==> src/rtl/gppm_sequencer.sv <==
`default_nettype none
// ============================================================================
// Module   : gppm_sequencer
// Purpose  : Instruction sequencer for the GPPM datapath (register file +
//            ALU). Holds a loadable program memory and runs each instruction
//            as a FETCH/EXEC pair. In EXEC it drives GPPM's register
//            addresses, write enable, write-data source, ALU function and
//            immediate. It branches on a zero flag latched from GPPM's
//            isZero.
// Ports    : clk, rst            - clock, synchronous active-high reset
//            start/busy/done/error - run handshake (done/error: 1-cycle pulses)
//            prog_we/addr/data   - program load port (honoured only in IDLE)
//            raddr1/raddr2/waddr/wen/wdsrc/func/constant - GPPM control port
//            isZero              - GPPM ALU zero flag
//            zflag               - latched zero flag
// Revision : 1.0 - initial release
// ============================================================================
module gppm_sequencer #(
    parameter int PC_W      = 5,
    parameter int MAX_INSTR = 1000
) (
    input  logic            clk,
    input  logic            rst,
    input  logic            start,
    output logic            busy,
    output logic            done,
    output logic            error,
    input  logic            prog_we,
    input  logic [PC_W-1:0] prog_addr,
    input  logic [51:0]     prog_data,
    output logic [3:0]      raddr1,
    output logic [3:0]      raddr2,
    output logic [3:0]      waddr,
    output logic            wen,
    output logic            wdsrc,
    output logic [3:0]      func,
    output logic [31:0]     constant,
    input  logic            isZero,
    output logic            zflag
);

    localparam int c_depth = 1 << PC_W;
    localparam int c_cnt_w = $clog2(MAX_INSTR + 1);
    localparam logic [c_cnt_w-1:0] c_max_cnt = c_cnt_w'(MAX_INSTR);

    localparam logic [3:0] c_op_ldi  = 4'd1;
    localparam logic [3:0] c_op_alu  = 4'd2;
    localparam logic [3:0] c_op_cmp  = 4'd3;
    localparam logic [3:0] c_op_jmp  = 4'd4;
    localparam logic [3:0] c_op_bz   = 4'd5;
    localparam logic [3:0] c_op_bnz  = 4'd6;
    localparam logic [3:0] c_op_halt = 4'd7;

    typedef enum logic [1:0] {
        S_IDLE  = 2'd0,
        S_FETCH = 2'd1,
        S_EXEC  = 2'd2
    } state_t;

    state_t             state_q, state_d;
    logic [PC_W-1:0]    pc_q, pc_d;
    logic [51:0]        ir_q, ir_d;
    logic [c_cnt_w-1:0] cnt_q, cnt_d;
    logic               zflag_q, zflag_d;
    logic               done_q, done_d;
    logic               error_q, error_d;

    // Program memory deliberately has no reset.
    logic [51:0]        prog_mem [c_depth];

    logic [3:0]         w_op;
    logic [c_cnt_w-1:0] w_cnt_inc;
    logic [PC_W-1:0]    w_target;

    assign w_op      = ir_q[51:48];
    assign w_cnt_inc = cnt_q + c_cnt_w'(1);
    assign w_target  = ir_q[PC_W-1:0];

    assign busy  = (state_q == S_FETCH) || (state_q == S_EXEC);
    assign done  = done_q;
    assign error = error_q;
    assign zflag = zflag_q;

    always_ff @(posedge clk) begin
        if (prog_we && (state_q == S_IDLE)) begin
            prog_mem[prog_addr] <= prog_data;
        end
    end

    always_ff @(posedge clk) begin
        if (rst) begin
            state_q <= S_IDLE;
            pc_q    <= '0;
            ir_q    <= '0;
            cnt_q   <= '0;
            zflag_q <= 1'b0;
            done_q  <= 1'b0;
            error_q <= 1'b0;
        end else begin
            state_q <= state_d;
            pc_q    <= pc_d;
            ir_q    <= ir_d;
            cnt_q   <= cnt_d;
            zflag_q <= zflag_d;
            done_q  <= done_d;
            error_q <= error_d;
        end
    end

    always_comb begin
        state_d  = state_q;
        pc_d     = pc_q;
        ir_d     = ir_q;
        cnt_d    = cnt_q;
        zflag_d  = zflag_q;
        done_d   = 1'b0;
        error_d  = 1'b0;
        raddr1   = '0;
        raddr2   = '0;
        waddr    = '0;
        wen      = 1'b0;
        wdsrc    = 1'b0;
        func     = '0;
        constant = '0;

        case (state_q)
            S_IDLE: begin
                if (start) begin
                    state_d = S_FETCH;
                    pc_d    = '0;
                    cnt_d   = '0;
                end
            end

            S_FETCH: begin
                ir_d    = prog_mem[pc_q];
                state_d = S_EXEC;
            end

            S_EXEC: begin
                waddr  = ir_q[47:44];
                raddr1 = ir_q[43:40];
                raddr2 = ir_q[39:36];
                func   = ir_q[35:32];
                cnt_d  = w_cnt_inc;
                // Natural PC_W-bit overflow gives the modulo-depth wrap.
                pc_d   = pc_q + PC_W'(1);

                case (w_op)
                    c_op_ldi: begin
                        wen      = 1'b1;
                        constant = ir_q[31:0];
                    end
                    c_op_alu: begin
                        wen     = 1'b1;
                        wdsrc   = 1'b1;
                        zflag_d = isZero;
                    end
                    c_op_cmp: zflag_d = isZero;
                    c_op_jmp: pc_d = w_target;
                    c_op_bz:  if (zflag_q)  pc_d = w_target;
                    c_op_bnz: if (!zflag_q) pc_d = w_target;
                    default: ;
                endcase

                // Budget exhaustion wins over HALT on the same instruction.
                if (w_cnt_inc == c_max_cnt) begin
                    state_d = S_IDLE;
                    error_d = 1'b1;
                end else if (w_op == c_op_halt) begin
                    state_d = S_IDLE;
                    done_d  = 1'b1;
                end else begin
                    state_d = S_FETCH;
                end
            end

            default: state_d = S_IDLE;
        endcase
    end

endmodule
`default_nettype wire

==> config.mk <==
export PLATFORM = sky130hd
export DESIGN_NAME = gppm_sequencer
export DESIGN_NICKNAME = d
export VERILOG_FILES = /design/src/rtl/gppm_sequencer.sv
export SDC_FILE = /design/constraint.sdc
export NUM_CORES = 2
export LEC_CHECK = 0
export BUFFER_PORTS_ARGS = -buffer_cell sky130_fd_sc_hd__buf_2
export CAP_MARGIN = 20
export CORE_MARGIN = 4
export CORE_UTILIZATION = 65
export CTS_CLUSTER_SIZE = 8
export DETAILED_ROUTE_END_ITERATION = 8
export HOLD_SLACK_MARGIN = 0.1
export PLACE_DENSITY = 0.88
export REMOVE_ABC_BUFFERS = 1
export SLEW_MARGIN = 30
export SYNTH_ARGS = -nofsm -noshare
export SYNTH_HDL_FRONTEND = slang
export SYNTH_SLANG_ARGS = --single-unit
==> constraint.sdc <==
create_clock -name clk -period 8.15 [get_ports clk]
set_clock_uncertainty 0.1 [all_clocks]
set_input_delay 2.445 -clock clk [delete_from_list [all_inputs] [get_ports clk]]
set_output_delay 2.445 -clock clk [all_outputs]
set_load 0.01 [all_outputs]
==> out/qor.yml <==
run_status:
  outcome: "complete, but fails checks"
  violations: "design-rule violations"
floorplan:
  dieArea_um2: 107800
  num_rows: 117
  pin_count: 116
  start_util_pct: 65.46
  die_x_um: 328.3
  core_region_area_um2: 101900
  die_h_um: 328.3
setup_path:
  critPathRequiredTime_ps: 5610
  ff2ff_setup_slack_ps: 3890
  setup.worst_path.end_class: "output pin"
  worst-path-max-fanout: 28
  path_class: "reg -> out"
  worstPathArrival_ps: 3830
  startpoint_type: "register"
  crit_start: "state_q[0]"
  r2r-start: "pc_q[1]"
sta:
  fin_crit_ps: 6374
  tightestPinTransition_ps: 1058
  period_share_pct: 78.21
  max_freq_mhz: 156.9
  setup_ws_ps: 1776
  hold_viol: 0
  maxSlewHeadroom_pct: 29.29
  drv_slew: 0
  rsz0062_at_grt: "no"
  fin_setup_tns_ps: 0
  whs_ps: 362.7
  setup_violations: 0
synth:
  synth_cells: 3235
  syn_area_um2: 66700
  yosysSeqAreaShare_pct: 77.08
  synth_enable_flop_cells: 1664
  synthArstFlopShare_pct: 0
  synthFlopType: "edfxtp_1"
  ys_warn_count: 0
  avgSynthCellArea_um2: 20.62
  yosys.cell_types.count: 53
  synth_seq_cells: 1736
cells_and_area:
  fin_nets: 3549
  n_fill_cell: 4948
  layout_common_cells: "1664 x edfxtp_1, 332 x mux4_2, 240 x clkbuf_16"
  final_common_cell: "edfxtp_1"
  drive_above_1_share_pct: 23.07
  seqCellArea_um2: 51430
  multiInputGateArea_um2: 14570
  area_growth_pct: 13.81
clock_network:
  cts_sinks: 1736
  htreeDepth: 4
  clkLatencyLatePin_ps: 850
  cts_resized: 0
  cts.path.max_buffers: 3
  cts_setup_buffers: 0
  hold_buffers: 0
  cts-buffers-inserted: 234
  path_clk_slew_ps: 60
  cts_tree: "done"
  cts_root_buf: "clkbuf_16"
place:
  pre_cts_slack_ps: 2666
  portBuffers: 115
  place_congestion: 0.8447
  dpl.hpwl_mm: 96.51
global_route:
  grt_max_degree: 135
  first_global_vias: 38510
  antenna_found_initial: 18
  grt_usage_pct: 38.52
  grt_pass1_wl_mm: 290.2
  grt_overflow: 0
power:
  seq_power_share_pct: 49.8
  switchingPower_uw: 4489
  power_leakage_uw: 0.02329
  peakVddDrop_uv: 227.0
  powerDensity_nw_per_um2: 263.2
  power.internal_uw: 15490
  combPwrFrac_pct: 3.5
  switching_share_pct: 22.47
  p_clk_share_pct: 46.7
min_path:
  min_from: "ir_q[45]"
  worstHoldPathType: "reg -> reg"
routing:
  wire_per_inst_um: 41.93
  drc_errors: 3
  vias_per_cell: 7.846
  ant_nets: 0
  drtPass1Iterations: 8
  finalWirelength_mm: 210.9
  vias: 39460
  drt_iter0_markers: 8194
job:
  maxCapViolations: 0
==> metrics by stage <==
step	power, µW	instance area, µm²	instances	utilization (%)
after floorplan	10480	65670	3052	-
after global placement	10690	68860	4602	67.59
after detailed placement	10730	68970	4606	67.69
after CTS	19820	75730	5011	74.33
after global routing	20370	75890	5022	74.49
final	19980	75910	5029	74.50
==> path summary, 6_finish.rpt <==
path | end | cells after the start
setup / recovery | constant[21] | 8
hold / removal | ir_q[45] | 1
setup reg to reg | ir_q[8] | 7
hold reg to reg | ir_q[45] | 1
==> state kept, by name (all words and copies together), names as in the netlist <==
signal,count
ir_q,52
done,1
error,1
cnt_q,10
pc_q,5
zflag,1
state_q,2
prog_mem,1664
==> routing by layer <==
layer  vias to the layer above  share of wire (%)  track usage, %
li1                      13920                  -               -
met1                     19190                 30           48.12
met2                      5046                 46           60.19
met3                      1282                 15           11.56
met4                        14                9.3           23.69
met5                         -              0.053               0
==> cell families after synthesis <==
| logic type | after synthesis | synth area share (%) |
|---|---|---|
| AND/OR/NAND/NOR | 338 | 2.390 |
| XOR/XNOR | 2 | 0.02627 |
| flip-flops | 1736 | 77.08 |
| adder cells (fa/ha/maj) | 7 | 0.1313 |
| multiplexers | 576 | 14.89 |
| buffers and inverters | 188 | 1.572 |
| AO/OA/AOI/OAI | 388 | 3.909 |
==> cells in the mapped netlist (18+ instances only) <==
library cell	count	area share, %
dfxtp_1	72	2.2
o21ai_0	81	0.61
buf_4	32	0.36
and2_1	52	0.49
a32o_1	36	0.54
nor2b_1	21	0.20
a21oi_1	54	0.41
buf_2	55	0.41
nor2_1	132	0.74
a211oi_1	35	0.39
o22ai_1	59	0.55
mux4_2	332	11
mux2i_1	233	3.5
a2111oi_0	18	0.24
a22oi_1	71	0.80
edfxtp_1	1664	75
nand2_1	79	0.44
clkbuf_1	72	0.41
==> critical path: stages, from the launching register on <==
cell	delay, ps
dfxtp_1	370
inv_1	120
ha_2	180
buf_4	430
nand2b_1	200
nor4b_2	550
buf_4	670
and2_1	260
buf_2	150
==> power by group through the flow <==
stage / clock [µW] / sequential, µW / combinational [µW]
2_1_floorplan: 0 / 10100 / 364
3_3_place_gp: 0 / 10100 / 589
3_5_place_dp: 0 / 10100 / 624
4_1_cts: 9210 / 9940 / 666
5_1_grt: 9710 / 9940 / 713
6_report: 9330 / 9950 / 701
==> final cells by class <==
type | instances | share of cell area, %
clock buffer | 397 | 8.688
inverter | 5 | 0.02472
tap | 1368 | 2.255
antenna | 12 | 0.03956
multi-input combinational | 1311 | 19.19
clock inverter | 8 | 0.2192
sequential | 1736 | 67.75
timing repair buffer | 192 | 1.841
Power figures use the tool's default switching activity.
